--- config.mk ---
export PLATFORM = sky130hd
export DESIGN_NAME = rns_dual_cmp_seq
export DESIGN_NICKNAME = d
export VERILOG_FILES = /design/src/rtl/rns_dual_cmp_seq.sv
export SDC_FILE = /design/constraint.sdc
export NUM_CORES = 1
export LEC_CHECK = 0
export ABC_AREA = 1
export BUFFER_PORTS_ARGS = -buffer_cell sky130_fd_sc_hd__buf_2
export CAP_MARGIN = 20
export CORE_MARGIN = 2
export CORE_UTILIZATION = 51
export CTS_CLUSTER_SIZE = 14
export DETAILED_ROUTE_END_ITERATION = 10
export PLACE_DENSITY = 0.88
export SYNTH_ARGS = -nofsm -noshare
export SYNTH_HDL_FRONTEND = slang
export SYNTH_SLANG_ARGS = --single-unit
--- constraint.sdc ---
create_clock -name clk -period 1.5 [get_ports clk]
set_input_delay 0.15 -clock clk [delete_from_list [all_inputs] [get_ports clk]]
set_output_delay 0.15 -clock clk [all_outputs]
set_load 0.02 [all_outputs]
--- src/rtl/rns_dual_cmp_seq.sv ---
// rns_dual_cmp_seq
//   Iterative sequencer for the RNS dual-threshold sign comparator. One
//   digit comparator pair (positive / negative threshold) is reused across
//   all mixed-radix digits of a value, least-significant digit first. The
//   2-bit sign state is accumulated and reported with carry-out flags for
//   range/overflow detection.
//
//   Sign encoding: 00 equal, 01 less (digit < const), 10 greater, 11 illegal.
//
// Ports
//   clk, reset                : clock, synchronous active-high reset
//   dig_valid/dig_ready       : digit handshake, dig_data is LS digit first
//   dig_last                  : final-digit marker (checked only with the option)
//   res_valid/res_ready       : result handshake
//   sign_result_pos/_neg      : accumulated sign vs positive/negative threshold
//   pos_cout/neg_cout         : OR of the respective sign bits
//   busy                      : sequencer not idle
//   res_err                   : protocol/encoding error for this result
//
// Optional feature macro: RNS_DUAL_CMP_ERR_DETECT_EN
//   Defined   : dig_last can end a value early; dig_last mismatch or any 2'b11
//               sign sets res_err.
//   Undefined : dig_last ignored, value ends on the digit count, res_err = 0.
//
// States
//   IDLE  | waiting for the first digit of a value
//   RUN   | accepting digits, idx counts accepted digits
//   DRAIN | no more digits, waiting for the 2-stage pipe to empty
//   DONE  | result valid and held until res_ready

module rns_dual_cmp_seq #(
  parameter int DATA_WIDTH = 18,
  parameter int NUM_DIGITS = 8,
  parameter logic [NUM_DIGITS*DATA_WIDTH-1:0] POS_DIGITS = '0,
  parameter logic [NUM_DIGITS*DATA_WIDTH-1:0] NEG_DIGITS = '0,
  parameter int CNT_W = (NUM_DIGITS > 1) ? $clog2(NUM_DIGITS) : 1
) (
  input  logic                  clk,
  input  logic                  reset,
  input  logic                  dig_valid,
  output logic                  dig_ready,
  input  logic [DATA_WIDTH-1:0] dig_data,
  input  logic                  dig_last,
  output logic                  res_valid,
  input  logic                  res_ready,
  output logic [1:0]            sign_result_pos,
  output logic [1:0]            sign_result_neg,
  output logic                  pos_cout,
  output logic                  neg_cout,
  output logic                  busy,
  output logic                  res_err
);

  typedef enum logic [1:0] {IDLE, RUN, DRAIN, DONE} state_t;

  localparam logic [CNT_W-1:0] LAST_IDX = CNT_W'(NUM_DIGITS - 1);

  state_t                state, state_nxt;
  logic [CNT_W-1:0]      idx;
  logic                  s1_valid, s2_valid;
  logic [DATA_WIDTH-1:0] s1_data;
  logic [CNT_W-1:0]      s1_idx;
  logic [1:0]            acc_pos, acc_neg;
  logic [1:0]            cmp_pos, cmp_neg;
  logic [DATA_WIDTH-1:0] pos_tab [NUM_DIGITS];
  logic [DATA_WIDTH-1:0] neg_tab [NUM_DIGITS];
  logic                  accept, last_hit, pipe_empty, load_res, handshake;

  assign accept     = dig_valid & dig_ready;
  assign pipe_empty = ~s1_valid & ~s2_valid;
  assign load_res   = (state == DRAIN) & pipe_empty;
  assign handshake  = res_valid & res_ready;

`ifdef RNS_DUAL_CMP_ERR_DETECT_EN
  logic err_acc;
  assign last_hit = (idx == LAST_IDX) | dig_last;
`else
  logic unused_dig_last;
  assign unused_dig_last = dig_last;
  assign last_hit        = (idx == LAST_IDX);
  assign res_err         = 1'b0;
`endif

  // Unpack the threshold constants so the comparator can index them by digit.
  always_comb begin
    for (int i = 0; i < NUM_DIGITS; i++) begin
      pos_tab[i] = POS_DIGITS[i*DATA_WIDTH +: DATA_WIDTH];
      neg_tab[i] = NEG_DIGITS[i*DATA_WIDTH +: DATA_WIDTH];
    end
  end

  always_comb begin
    cmp_pos = 2'b00;
    cmp_neg = 2'b00;
    if (s1_data < pos_tab[s1_idx])      cmp_pos = 2'b01;
    else if (s1_data > pos_tab[s1_idx]) cmp_pos = 2'b10;
    if (s1_data < neg_tab[s1_idx])      cmp_neg = 2'b01;
    else if (s1_data > neg_tab[s1_idx]) cmp_neg = 2'b10;
  end

  // FSM: state register
  always_ff @(posedge clk) begin
    if (reset) state <= IDLE;
    else       state <= state_nxt;
  end

  // FSM: next state
  always_comb begin
    state_nxt = state;
    case (state)
      IDLE:    if (accept) state_nxt = last_hit ? DRAIN : RUN;
      RUN:     if (accept && last_hit) state_nxt = DRAIN;
      DRAIN:   if (pipe_empty) state_nxt = DONE;
      DONE:    if (res_ready) state_nxt = IDLE;
      default: state_nxt = IDLE;
    endcase
  end

  // FSM: outputs
  always_comb begin
    dig_ready = ~reset & ((state == IDLE) | (state == RUN));
    res_valid = (state == DONE);
    busy      = (state != IDLE);
  end

  // Digit pipeline, accumulator and result registers
  always_ff @(posedge clk) begin
    if (reset) begin
      idx             <= '0;
      s1_valid        <= 1'b0;
      s1_data         <= '0;
      s1_idx          <= '0;
      s2_valid        <= 1'b0;
      acc_pos         <= 2'b00;
      acc_neg         <= 2'b00;
      sign_result_pos <= 2'b00;
      sign_result_neg <= 2'b00;
    end else begin
      s1_valid <= accept;
      s2_valid <= s1_valid;
      if (accept) begin
        s1_data <= dig_data;
        s1_idx  <= idx;
        idx     <= idx + CNT_W'(1);
      end
      // Each new digit is more significant than everything before it, so
      // any non-equal result overrides the accumulated sign.
      if (s1_valid) begin
        if (cmp_pos != 2'b00) acc_pos <= cmp_pos;
        if (cmp_neg != 2'b00) acc_neg <= cmp_neg;
      end
      if (load_res) begin
        sign_result_pos <= acc_pos;
        sign_result_neg <= acc_neg;
      end
      if (handshake) begin
        idx     <= '0;
        acc_pos <= 2'b00;
        acc_neg <= 2'b00;
      end
    end
  end

`ifdef RNS_DUAL_CMP_ERR_DETECT_EN
  always_ff @(posedge clk) begin
    if (reset) begin
      err_acc <= 1'b0;
      res_err <= 1'b0;
    end else begin
      if (accept && (dig_last != (idx == LAST_IDX))) err_acc <= 1'b1;
      if (s1_valid && ((cmp_pos == 2'b11) || (cmp_neg == 2'b11) ||
                       (acc_pos == 2'b11) || (acc_neg == 2'b11)))
        err_acc <= 1'b1;
      if (load_res) res_err <= err_acc;
      if (handshake) begin
        err_acc <= 1'b0;
        res_err <= 1'b0;
      end
    end
  end
`endif

  assign pos_cout = |sign_result_pos;
  assign neg_cout = |sign_result_neg;

endmodule

### After elaboration in Yosys (flattened, before gate mapping)

Memories as Yosys holds them, arrays and structs flattened.
Index checks and enable logic that the tools add are counted.

| word-level totals | value |
|---|---|
| RAM bits | 0 |
| bits in read-only memories | 144 |
| output and inout bits | 10 |
| word-level logic and storage cells | 49 |
| memories | 1 |
| input bits | 23 |
| latch bits | 0 |
| register bits | 32 |

| cells by class | value |
|---|---|
| bitwise operators | 10 |
| magnitude comparators | 3 |
| reduce and logical (&&, ||, !) cells | 8 |
| $mul | 0 |
| multiplexer cells | 10 |
| shift-type cells | 0 |
| divide/modulo/power cells | 0 |
| add/sub/neg operators | 1 |
| eq/ne operators | 8 |

Memory list:

| name | depth | width | read ports | clocked after memory_dff | write ports | RTL line | source |
|---|---|---|---|---|---|---|---|
| (no name shown) | 8 | 18 | 1 | 0 | 0 | 98 | `else if (s1_data > neg_tab[s1_idx]) cmp_neg = 2'b10;` |

Operators with widths:

| cell | number |
|---|---|
| $mux W18 | 2 |
| $gt A18 B18 Y1 | 1 |
| $lt A18 B18 Y1 | 1 |
| $mux W2 | 7 |
| $pmux W2 S4 | 1 |
| $ne A2 B2 Y1 const B | 3 |
| $and A1 B1 Y1 | 5 |
| $eq A2 B2 Y1 const B | 2 |
| $ge A4 B4 Y1 const B | 1 |
| $not A3 Y4 | 1 |
| $reduce_and A4 Y1 | 1 |
| $reduce_bool A2 Y1 | 2 |
| $reduce_or A2 Y1 | 2 |
| $add A3 B1 Y3 const B | 1 |
| $eq A3 B3 Y1 const B | 1 |
| $not A1 Y1 | 3 |
| $eq A2 B1 Y1 const B | 1 |
| $logic_not A2 Y1 | 1 |
| $ne A2 B1 Y1 const B | 1 |
| $reduce_and A2 Y1 | 1 |
| $logic_and A1 B1 Y1 | 1 |
| $or A1 B1 Y1 | 1 |

### Logic depth before layout (Yosys ltp)

| logic depth | value |
|---|---|
| word-level depth | 9 |
| mapped depth | 9 |
| mapped depth without buffers | 9 |

### Worst setup path after synthesis

No wires, ideal clock.

| timing | value |
|---|---|
| path kind | flip-flop to flip-flop |
| start | register state[0] |
| end | register s1_data[3] |
| buffers on the path | 1 |
| slack | 0.126 ns |
| data arrival time | 1.261 ns |
| cell stages (with the launch flop) | 10 |
| library setup time | 0.113 ns |
| period minus slack after synthesis | 1.374 ns |
| data required time | 1.387 ns |
| path through | dfxtp_1 -> inv_1 -> ha_1 -> inv_2 -> nand2_4 -> nand3_4 -> inv_2 -> buf_6 -> nand2_1 -> nand2_1 |

| on the way | value |
|---|---|
| longest elaborated chain between the ends | 4 |
| elaborated cells between the ends (all ways) | 5 |
| those cells by class | 1 x eq/ne; 3 x bitwise; 1 x reduce/logical |

RTL lines:

| what | RTL line | source |
|---|---|---|
| from (decl) | 58 | `state_t state, state_nxt;` |
| from (signal assigned) | 104 | `else state <= state_nxt;` |
| $eq A2 B1 Y1 or $logic_not A2 Y1 (tied branches) | 121 | `dig_ready = ~reset & ((state == IDLE) \| (state == RUN));` |
| $or A1 B1 Y1 (*) | 121 |  |
| $and A1 B1 Y1 (*) | 121 |  |
| $and A1 B1 Y1 (*) | 69 | `assign accept = dig_valid & dig_ready;` |
| to (signal assigned) | 142 | `s1_data <= dig_data;` |
| to (decl) | 61 | `logic [DATA_WIDTH-1:0] s1_data;` |

Mark *: on every way between the ends. The rest lies on a longest branch, timed or not.
A chain may end at the register's enable or synchronous reset.

### Worst setup path after layout

| timing | value |
|---|---|
| start | register idx[0] |
| end | register state[0] |

| on the way | value |
|---|---|
| longest elaborated chain between the ends | 4 |
| elaborated cells between the ends (all ways) | 7 |
| those cells by class | 2 x eq/ne; 3 x mux; 2 x reduce/logical |

RTL lines:

| what | RTL line | source |
|---|---|---|
| from (decl) | 59 | `logic [CNT_W-1:0] idx;` |
| from (signal assigned) | 144 | `idx <= idx + CNT_W'(1);` |
| $eq A3 B3 Y1 (*) | 80 | `assign last_hit = (idx == LAST_IDX);` |
| $mux W2 or $logic_and A1 B1 Y1 (tied branches) | 111, 112 |  |
| $mux W2 or $ne A2 B2 Y1 (tied branches) | n/a |  |
| $pmux W2 S4 or $reduce_and A4 Y1 (tied branches) | n/a |  |

Mark *: on every way between the ends. The rest lies on a longest branch, timed or not. The select of a mux whose other input is x is not followed.

==> key figures <==
Yosys
  • Synth warnings: 0
  • Mapped Avg Cell Area: 7.53 sq um
  • Post-Syn Instances: 163
  • Cell taking the most area after synthesis: dfxtp_1
  • Synthesized area: 1230 sq um
  • Unique masters post-synth: 20
  • EDFF count, synth: 0
  • Synth top area cells: dfxtp_1 (44%), nand2_1 (16%), nand3_1 (8.2%)
  • Sequential fraction of the synthesis area: 44.0%
  • FFs w/ async S/R, synth: 0%
  • Most common cell in the netlist: nand2_1
  • Post-synth top area share: 44.0%
  • Seq cells post-synth: 27
  • Primary FF master, synth: dfxtp_1
  • Synth cell count leaders: nand2_1 (52), dfxtp_1 (27), nand3_1 (20), nor2_1 (13), a21oi_1 (10)

Final layout
  • Fin area: 1450 sq um
  • FF+latch area: 549 sq um
  • Net count, final: 219
  • Area Growth Syn to Fin: 18.1%
  • Filler instances: 201
  • Ant diodes: 0
  • Layout cells sized above 1: 27.0%
  • Area of the multi-input gates: 611 sq um

Worst setup path
  • Worst-path maximum fanout: 2
  • Critical-path top delay cell: dfxtp_2
  • Startpoint Class: register
  • Crit-path leading delay family: simple AND/OR/NAND/NOR gates
  • Cell chain of the critical path: ha_1, ha_1, or2_2, nand2_1, inv_1, nand3_2, nand2_1, nor2_1
  • CP Class: register to register
  • Slowest stage delay, CP: 340 ps
  • Worst r2r path cells: 8
  • CP arrival: 1710 ps
  • Critical path depth: 8
  • Critical Path End Type: register
  • Worst endpoint required time: 1740 ps
  • CP bufs+invs: 1

Route
  • WL final: 2.50 mm
  • Remaining antenna violation count after routing: 0
  • Vias: 1089
  • Wire length per cell: 11.5 um
  • DR pass1 iterations: 4
  • DRC: 0
  • Vias per cell: 5.02
  • DRT iter0 DRCs: 16

STA
  • Tcrit/Tclk final: 97.9%
  • Hold Fails Final Rpt: 0
  • Setup ws final: 31.3 ps
  • FMAX: 681 MHz
  • Final setup skew: 7.43 ps
  • TNS Setup: 0 ps
  • Min cycle time layout: 1470 ps
  • RSZ-0062 raised after global routing: true
  • Pins Over Slew Limit: 0
  • Final setup violation count: 0

Pwr
  • Internal Power: 1.32 mW
  • Leak pwr: 0.735 nW
  • Seq pwr share: 46.0%
  • Combinational fraction of design power: 40.4%
  • Sw Ratio: 37.7%
  • Clock share of power: 13.6%
  • Final total power: 2.12 mW
  • PwrDens: 1460 nW/um^2
  • Peak supply drop: 0.794 mV
  • Sw Pwr: 0.800 mW

Status
  • Status: finished clean

Clock network
  • CTS sink count: 27
  • Clock Pin Slew Worst Setup and Hold Paths: 130 ps
  • CTS Root Cell: clkbuf_4
  • Worst skew pair latency: 310 ps
  • H-tree depth: 1
  • CTS tree: yes
  • Total clock buffers created by CTS: 3
  • Clock tree buffer depth: 2

Floorplanning
  • Core area: 2250 sq um
  • Die width: 53.1 um
  • Initial Utilization: 54.4%
  • DIE HEIGHT: 53.1 um
  • # IOs: 33
  • Cell row count: 17
  • Die area: 2820 sq um

Place
  • Place WS: 2.12 ps
  • Port buffer count: 28
  • Area post-placement: 1350 sq um
  • Hpwl dp: 1.75 mm
  • Final GP Congestion: 0.800

Global routing
  • Vias in the first global route: 978
  • Grt total ovfl: 0
  • First-pass GRT wire length: 3.91 mm
  • Largest net degree at the start of global routing: 21
  • Gr usage total: 18.8%
  • Initial antenna violation count: 0

Run
  • # Max-Cap Violations: 0

Min path
  • Worst hold stages: 3
  • Worst Hold Class: input pin to register
power groups by stage:
stage / combinational (mW) / clock [mW] / sequential [mW]
final: 0.856 / 0.289 / 0.975
after global routing: 0.956 / 0.333 / 0.997
after CTS: 0.733 / 0.303 / 0.949
after detailed placement: 0.718 / 0 / 0.962
after global placement: 0.663 / 0 / 0.953
after floorplan: 0.561 / 0 / 0.943
final timing paths:
path                                    to  slack, ps   startpoint
worst max-delay path              state[0]         30       idx[0]
worst min register to register  s1_data[6]        470   s1_data[6]
worst max register to register    state[0]         30       idx[0]
worst min-delay path            s1_data[6]         20  dig_data[6]
sequential cells by signal, indices dropped and copies added, names as in the netlist:
| name | flops |
|---|---|
| sign_result_neg | 1 |
| s1_valid | 1 |
| s2_valid | 1 |
| state | 2 |
| idx | 3 |
| acc_neg | 1 |
| s1_data | 18 |
layout make-up:
| class | instances | area share (%) |
|---|---|---|
| flip-flops and latches | 27 | 37.9 |
| multi-input cells | 116 | 42.1 |
| well taps | 28 | 2.42 |
| clock buffers | 4 | 1.81 |
| inverters | 11 | 3.54 |
| repair buffers | 31 | 12.3 |
placed cells by master (no fill, tap or decap), types with 3 or more instances in the layout:
| cell | Yosys | routed |
|---|---|---|
| nand3_1 | 20 | 18 |
| nor2_1 | 13 | 13 |
| inv_1 | 9 | 6 |
| ha_1 | 6 | 4 |
| buf_2 | 2 | 27 |
| inv_4 | 0 | 4 |
| a21oi_1 | 10 | 10 |
| clkbuf_4 | 0 | 3 |
| conb_1 | 1 | 3 |
| nand2_1 | 52 | 52 |
| dfxtp_1 | 27 | 24 |
| buf_4 | 7 | 3 |
metal layers:
layer	global-route usage, %	wire length, um
met5	0	0
met4	7.26	61
met3	5.08	132
met2	32.5	1280
met1	21.9	1030
tightest hold or removal path: stages:
cell     delay [ps]
buf_2            80
nand2_1          40
nand2_1          50
per-stage QoR:
step                      util (%)  hold WS, ps  std cells
after global placement        60.0          343        212
after global routing          64.3         14.3        217
after floorplan                  -          219        165
after CTS                     61.5         11.7        216
after detailed placement      60.0          346        212
final                         64.3         19.9        217
cells by family after synthesis:
logic type | synth area share (%)
fa+ha+maj | 6.12
simple gates | 32.8
buf+inv | 10.3
other cells | 0.306
compound gates | 6.42
flops | 44.0
timing repair:
item,CTS,global route
pin swaps,0,4
setup endpoints to repair,5,23
buffers inserted,0,1
hold buffers,0,0
gates resized for setup,4,19
(Power assumes the default switching activity.)
